### config.mk
export PLATFORM = sky130hd
export DESIGN_NAME = fw_sensor_cond
export DESIGN_NICKNAME = d
export VERILOG_FILES = /design/src/rtl/tc_pkg.sv /design/src/rtl/sync_2ff.sv /design/src/rtl/fw_sensor_cond.sv
export SDC_FILE = /design/constraint.sdc
export NUM_CORES = 1
export LEC_CHECK = 0
export ABC_CLOCK_PERIOD_IN_PS = 2900
export CAP_MARGIN = 20
export CORE_MARGIN = 2
export CORE_UTILIZATION = 55
export CTS_BUF_LIST = sky130_fd_sc_hd__clkbuf_2 sky130_fd_sc_hd__clkbuf_4 sky130_fd_sc_hd__clkbuf_8
export CTS_CLUSTER_DIAMETER = 40
export DETAILED_ROUTE_END_ITERATION = 8
export GPL_ROUTABILITY_DRIVEN = 0
export PLACE_DENSITY = 0.82
export RECOVER_POWER = 25
export SETUP_SLACK_MARGIN = 0.15
export SLEW_MARGIN = 10
export SYNTH_ARGS = -nofsm -noshare
export SYNTH_HDL_FRONTEND = slang
export SYNTH_SLANG_ARGS = --single-unit
### constraint.sdc
create_clock -name clk -period 2.9 [get_ports clk]
set_clock_uncertainty 0.05 [all_clocks]
set_input_delay 0.58 -clock clk [delete_from_list [all_inputs] [get_ports clk]]
set_output_delay 0.58 -clock clk [all_outputs]
set_load 0.005 [all_outputs]
### src/rtl/tc_pkg.sv
// -----------------------------------------------------------------------------
// tc_pkg
// Shared definitions for the traffic-controller slice:
//   - deb_state_t   : loop-detector debounce state encoding
//   - DEB_CYC_DEF   : default debounce length (also used by timer settings)
//   - DRAIN_CYC_DEF : default green cycles needed to discharge one vehicle
//   - is_occupied() : true while the debouncer considers the loop occupied
// -----------------------------------------------------------------------------
package tc_pkg;

  localparam int DEB_CYC_DEF   = 4;
  localparam int DRAIN_CYC_DEF = 8;

  typedef enum logic [1:0] {
    IDLE     = 2'd0,
    RISE_CHK = 2'd1,
    OCC      = 2'd2,
    FALL_CHK = 2'd3
  } deb_state_t;

  // A vehicle is still on the loop until the falling edge has been confirmed,
  // so FALL_CHK counts as occupied.
  function automatic logic is_occupied(input deb_state_t s);
    return (s == OCC) || (s == FALL_CHK);
  endfunction

endpackage

### src/rtl/sync_2ff.sv
// -----------------------------------------------------------------------------
// sync_2ff
// Generic two-flop synchroniser for raw inputs asynchronous to clk.
// Ports:
//   clk    in  1  system clock, rising edge
//   reset  in  1  asynchronous, active-low reset (flops clear to 0)
//   d      in  W  asynchronous input
//   q      out W  synchronised output, two cycles of latency
// -----------------------------------------------------------------------------
module sync_2ff #(
  parameter int W = 1
) (
  input  logic         clk,
  input  logic         reset,
  input  logic [W-1:0] d,
  output logic [W-1:0] q
);

  logic [W-1:0] meta_reg;
  logic [W-1:0] sync_reg;

  always_ff @(posedge clk or negedge reset) begin
    if (!reset) begin
      meta_reg <= '0;
      sync_reg <= '0;
    end else begin
      meta_reg <= d;
      sync_reg <= meta_reg;
    end
  end

  assign q = sync_reg;

endmodule

### src/rtl/fw_sensor_cond.sv
// -----------------------------------------------------------------------------
// fw_sensor_cond
// Turns the raw farm-way loop detector into the car_on_fw request for the
// hw/fw light controllers: synchronise, debounce, count arrivals, drain the
// count while farm-way is green, and hold the request while vehicles wait.
//
// Optional build macro: STUCK_DETECT_EN
//   defined   -> occupancy counter; STUCK_CYC continuous occupied cycles set a
//                sticky sensor_fault and force car_on_fw high (fail-safe).
//   undefined -> no occupancy counter, sensor_fault tied 0.
//
// Ports:
//   clk          in  1      system clock, rising edge
//   reset        in  1      asynchronous, active-low reset
//   loop_raw     in  1      raw loop detector, asynchronous to clk
//   fw_green     in  1      farm-way green indication
//   car_on_fw    out 1      vehicle(s) waiting on farm-way (registered)
//   arrival      out 1      one-cycle pulse per accepted arrival
//   wait_cnt     out CNT_W  vehicles currently waiting
//   sensor_fault out 1      stuck-loop fault
// -----------------------------------------------------------------------------
module fw_sensor_cond
  import tc_pkg::*;
#(
  parameter int DEB_CYC   = DEB_CYC_DEF,
  parameter int CNT_W     = 4,
  parameter int DRAIN_CYC = DRAIN_CYC_DEF
`ifdef STUCK_DETECT_EN
  ,
  parameter int STUCK_CYC = 1024
`endif
) (
  input  logic             clk,
  input  logic             reset,
  input  logic             loop_raw,
  input  logic             fw_green,
  output logic             car_on_fw,
  output logic             arrival,
  output logic [CNT_W-1:0] wait_cnt,
  output logic             sensor_fault
);

  localparam int DEB_W   = $clog2(DEB_CYC + 1);
  localparam int DRAIN_W = $clog2(DRAIN_CYC + 1);

  localparam logic [DEB_W-1:0]   DEB_LAST   = DEB_W'(DEB_CYC - 1);
  localparam logic [DRAIN_W-1:0] DRAIN_LAST = DRAIN_W'(DRAIN_CYC - 1);
  localparam logic [CNT_W-1:0]   CNT_MAX    = {CNT_W{1'b1}};

  logic loop_s;

  sync_2ff #(.W(1)) u_sync_loop (
    .clk   (clk),
    .reset (reset),
    .d     (loop_raw),
    .q     (loop_s)
  );

  deb_state_t         state_reg, state_next;
  logic [DEB_W-1:0]   deb_cnt_reg, deb_cnt_next;
  logic [DRAIN_W-1:0] drain_cnt_reg, drain_cnt_next;
  logic [CNT_W-1:0]   wait_cnt_reg, wait_cnt_next;
  logic               car_reg, car_next;
  logic               arrival_c;
  logic               drain_dec;
  logic               fault_w;

  always_ff @(posedge clk or negedge reset) begin
    if (!reset) begin
      state_reg     <= IDLE;
      deb_cnt_reg   <= '0;
      drain_cnt_reg <= '0;
      wait_cnt_reg  <= '0;
      car_reg       <= 1'b0;
    end else begin
      state_reg     <= state_next;
      deb_cnt_reg   <= deb_cnt_next;
      drain_cnt_reg <= drain_cnt_next;
      wait_cnt_reg  <= wait_cnt_next;
      car_reg       <= car_next;
    end
  end

  // Debounce: the same counter times both the rising and falling checks; it
  // is cleared on entry to each check state.
  always_comb begin
    state_next   = state_reg;
    deb_cnt_next = deb_cnt_reg;
    arrival_c    = 1'b0;
    case (state_reg)
      IDLE: begin
        if (loop_s) begin
          state_next   = RISE_CHK;
          deb_cnt_next = '0;
        end
      end
      RISE_CHK: begin
        if (!loop_s) begin
          state_next = IDLE;
        end else if (deb_cnt_reg == DEB_LAST) begin
          state_next = OCC;
          arrival_c  = 1'b1;
        end else begin
          deb_cnt_next = deb_cnt_reg + DEB_W'(1);
        end
      end
      OCC: begin
        if (!loop_s) begin
          state_next   = FALL_CHK;
          deb_cnt_next = '0;
        end
      end
      FALL_CHK: begin
        // Loop re-asserting here is the same vehicle, not a new arrival.
        if (loop_s) begin
          state_next = OCC;
        end else if (deb_cnt_reg == DEB_LAST) begin
          state_next = IDLE;
        end else begin
          deb_cnt_next = deb_cnt_reg + DEB_W'(1);
        end
      end
      default: state_next = IDLE;
    endcase
  end

  // Drain: only advances while something is waiting, so a vehicle arriving
  // during green always needs a full DRAIN_CYC window to be discharged.
  always_comb begin
    drain_cnt_next = '0;
    drain_dec      = 1'b0;
    if (fw_green && (wait_cnt_reg != '0)) begin
      if (drain_cnt_reg == DRAIN_LAST) begin
        drain_dec = 1'b1;
      end else begin
        drain_cnt_next = drain_cnt_reg + DRAIN_W'(1);
      end
    end
  end

  // Waiting count: arrival and discharge in the same cycle cancel out.
  always_comb begin
    wait_cnt_next = wait_cnt_reg;
    if (arrival_c && !drain_dec) begin
      if (wait_cnt_reg != CNT_MAX) begin
        wait_cnt_next = wait_cnt_reg + CNT_W'(1);
      end
    end else if (!arrival_c && drain_dec) begin
      wait_cnt_next = wait_cnt_reg - CNT_W'(1);
    end
  end

  always_comb begin
    car_next = (wait_cnt_reg != '0) | is_occupied(state_reg) | fault_w;
  end

`ifdef STUCK_DETECT_EN
  localparam int OCC_W = $clog2(STUCK_CYC + 1);
  localparam logic [OCC_W-1:0] OCC_LAST = OCC_W'(STUCK_CYC - 1);

  logic [OCC_W-1:0] occ_cnt_reg;
  logic             fault_reg;

  // Counts consecutive occupied cycles; the counter parks at its last value
  // once the fault is latched, and the fault itself clears only on reset.
  always_ff @(posedge clk or negedge reset) begin
    if (!reset) begin
      occ_cnt_reg <= '0;
      fault_reg   <= 1'b0;
    end else if (!is_occupied(state_reg)) begin
      occ_cnt_reg <= '0;
    end else if (occ_cnt_reg == OCC_LAST) begin
      fault_reg   <= 1'b1;
    end else begin
      occ_cnt_reg <= occ_cnt_reg + OCC_W'(1);
    end
  end

  assign fault_w = fault_reg;
`else
  assign fault_w = 1'b0;
`endif

  assign car_on_fw    = car_reg;
  assign arrival      = arrival_c;
  assign wait_cnt     = wait_cnt_reg;
  assign sensor_fault = fault_w;

endmodule
==> flow_summary.ini <==
[outcome]
status = complete, no violations

[cts]
hold_buffers = 0
clock_root_cell = sky130_fd_sc_hd__clkbuf_4
cts_buffers = 3
clock_path_buffers = 2
tritoncts = done
clock_latency_ns = 0.28
clk_transition_reported_paths_ns = 0.09
cts.repair_timing.setup_buffer_count = 0
clock_sink_count = 16
cts-htree-levels = 1
post_cts_resized = 0

[hold_path]
hold_path_class = flop to flop
min-delay-start = u_sync_loop.meta_reg$_DFF_PN0_
timing.hold.worst_endpoint = u_sync_loop.q$_DFF_PN0_
worst_hold_path.num_cells = 0

[yosys]
syn_area_um2 = 780.7
synth.distinct_cells = 25
synth_fp_nets = 76
synth.yosys.warnings = 0
synthesis_stage_register_bit_count = 16
synthesized_instance_count = 66
post_synth.cell_area_avg_um2 = 11.83
yosysSeqAreaShare = 0.5128

[grt]
initial_antenna_violation_count = 0
grt_start_max_net_pins = 17
grt_util_all_layers = 0.1690
global_route.overflow_total = 0
number_of_global_route_vias_before_repair = 481
grt_pass1_wl_mm = 2.118

[worst_setup_path]
timing_worst_setup_path_type = flop to output port
cp-end-kind = output port
regToRegSetupSlack_ns = 0.55
crit_path_start_kind = flop
timing.reg2reg.worst_path_depth = 6
crit_path_max_fanout = 4
timing.critical_path.mode_cell = sky130_fd_sc_hd__ha_1
regToRegStartpoint = wait_cnt[1]$_DFFE_PN0P_
crit_required_ns = 2.27
worst_ep_arrival_time_ns = 1.77
cell_by_cell_trace_of_the_critical_path = ha_1 > ha_1 > and4b_1 > clkdlybuf4s50_1
timing.critical_path.slowest_stage_cell = sky130_fd_sc_hd__clkdlybuf4s50_1
critPathMaxStageDelay_ns = 0.45
critical_path.reg2reg.endpoint = wait_cnt[2]$_DFFE_PN0P_

[place]
dp.final_hpwl_um = 964.5
io_buffers = 9

[pwr]
report.power.total_w = 0.0008295
power.switching_fraction = 0.3499
net-switching-power_w = 0.0002902
sequentialPowerShare = 0.473
power.clock.fraction = 0.175
power.static_leakage_nw = 0.4359
power_frac_comb = 0.352
power_density_nw_per_um2 = 895.9
internal-power_w = 0.0005392
worst_ir_drop_vdd_mv = 0.5149

[timing]
final.setup.tns_ns = 0
report.final.setup_viol = 0
report.final.slew_viol_count = 0
finalCriticalPeriod_ns = 2.402
final_min_period_over_clock_period = 0.8284
max_freq_mhz = 416.3
timing_hold_violations_final = 0
rsz0062_at_grt = no
max_transition_margin = 0.5260
tightest_slew_ns = 0.7087

[floorplanning]
die_width_um = 41.68
dieArea_um2 = 1737
core_region_area_um2 = 1318
start_util = 0.5926
std_cell_rows = 13
ioPinCount = 11
die-height_um = 41.68

[layout]
post_route_cells_drive_above_1_share = 0.1013
area_growth_pct = 18.59
mostFrequentLayoutCells = 16 x sky130_fd_sc_hd__dfrtp_1, 7 x sky130_fd_sc_hd__clkdlybuf4s50_1, 6 x sky130_fd_sc_hd__nand2_1, 5 x sky130_fd_sc_hd__xor2_1, 5 x sky130_fd_sc_hd__ha_1
layout.cells.most_common = sky130_fd_sc_hd__dfrtp_1
fillers = 91
nets = 90
antennaDiodeCount = 0

[run]
max_cap_violations = 0

[route]
drt-pass1-iter-count = 1
routed-via-count = 496
drcViolationCount = 0
viasPerCell = 5.277
remaining_antenna_violation_count = 0
routed_wl_mm = 1.227
post_dr_wirelength_cell_um = 13.05
first_iter_violations = 0
-- worst max path at each step --
stage | from | to | slack (ns) | cells after the start
2_1_floorplan | deb_cnt_reg[0]$_DFFE_PN0P_ | wait_cnt[3]$_DFFE_PN0P_ | 0.68 | 9
3_3_place_gp | fw_green | wait_cnt[3]$_DFFE_PN0P_ | 0.38 | 8
3_5_place_dp | fw_green | wait_cnt[3]$_DFFE_PN0P_ | 0.31 | 8
4_1_cts | deb_cnt_reg[0]$_DFFE_PN0P_ | arrival | 0.49 | 4
5_1_grt | deb_cnt_reg[0]$_DFFE_PN0P_ | arrival | 0.39 | 4
6_report | deb_cnt_reg[0]$_DFFE_PN0P_ | arrival | 0.50 | 4
-- critical path, delay by kind of cell (launching register included) --
| family | cells | cell delay (ns) |
|---|---|---|
| buffers and inverters | 1 | 0.45 |
| AND/OR/NAND/NOR | 1 | 0.23 |
| flip-flops | 1 | 0.41 |
| adder cells (fa/ha/maj) | 2 | 0.40 |
-- cell usage after synthesis --
master	instances	area [um^2]
sky130_fd_sc_hd__nand2_2	1	6.260
sky130_fd_sc_hd__dfrtp_1	16	400.4
sky130_fd_sc_hd__or3_1	1	6.260
sky130_fd_sc_hd__and4b_1	1	10.01
sky130_fd_sc_hd__o21ai_1	4	20.02
sky130_fd_sc_hd__a21o_2	1	8.760
sky130_fd_sc_hd__conb_1	1	3.750
sky130_fd_sc_hd__o41ai_4	1	27.53
sky130_fd_sc_hd__nand3_1	1	5.000
sky130_fd_sc_hd__o211ai_1	1	7.510
sky130_fd_sc_hd__xor2_1	5	43.79
sky130_fd_sc_hd__xnor2_1	1	8.760
sky130_fd_sc_hd__nand2_1	6	22.52
sky130_fd_sc_hd__fa_1	1	20.02
sky130_fd_sc_hd__buf_4	1	7.510
sky130_fd_sc_hd__ha_1	5	62.56
sky130_fd_sc_hd__nor4_1	1	6.260
sky130_fd_sc_hd__a21oi_1	1	5.000
sky130_fd_sc_hd__inv_1	3	11.26
sky130_fd_sc_hd__mux2_1	3	33.78
sky130_fd_sc_hd__mux2i_1	1	10.01
sky130_fd_sc_hd__nand3b_1	1	7.510
sky130_fd_sc_hd__nor2_1	4	15.01
sky130_fd_sc_hd__nand2b_1	4	25.02
sky130_fd_sc_hd__nand4_1	1	6.260
-- routing by layer --
layer | part of all wire | up-vias | GRT usage
met5 | 0 | - | 0
met1 | 0.46 | 234 | 0.2047
met3 | 0.032 | 2 | 0.04348
met4 | 0.0098 | 0 | 0.07742
li1 | - | 250 | -
met2 | 0.50 | 10 | 0.2813
-- cells by family (layout without fill, tap and decap cells) --
logic type / Yosys count / count (layout) / share of synthesized area
mux: 4 / 4 / 0.05609
buf+inv: 4 / 17 / 0.02404
compound gates: 8 / 8 / 0.08815
other cells: 1 / 1 / 0.004803
flops: 16 / 16 / 0.5128
fa+ha+maj: 6 / 6 / 0.1058
simple gates: 21 / 21 / 0.1410
xor+xnor: 6 / 6 / 0.06731
-- power by group through the flow --
stage	Clock, W	Combinational (W)	Sequential [W]
2_1_floorplan	0	0.000187	0.000381
3_3_place_gp	0	0.000279	0.000392
3_5_place_dp	0	0.000295	0.000399
4_1_cts	0.000151	0.000297	0.000393
5_1_grt	0.000161	0.000331	0.000406
6_report	0.000145	0.000292	0.000392
-- area by class of cell --
| type | count | area (um^2) | share of cell area |
|---|---|---|---|
| flip-flops and latches | 16 | 400.4 | 0.4324 |
| multi-input cells | 46 | 361.6 | 0.3905 |
| repair buffers | 10 | 97.59 | 0.1054 |
| clock buffers | 4 | 36.28 | 0.03919 |
| well taps | 15 | 18.77 | 0.02027 |
| inverters | 3 | 11.26 | 0.01216 |
-- metrics by stage --
step | setup slack, ns | hold slack [ns] | cells | instance area (um^2) | util
global placement | 0.3806 | 0.2849 | 90 | 889.6 | 0.6752
finish | 0.4978 | 0.3107 | 94 | 925.9 | 0.7028
CTS | 0.4857 | 0.3123 | 94 | 925.9 | 0.7028
detailed placement | 0.3147 | 0.2903 | 90 | 889.6 | 0.6752
floorplan | 0.6768 | 0.2344 | 66 | 780.7 | -
global route | 0.3905 | 0.3168 | 94 | 925.9 | 0.7028
No activity file was read; power rests on OpenSTA's default activity.
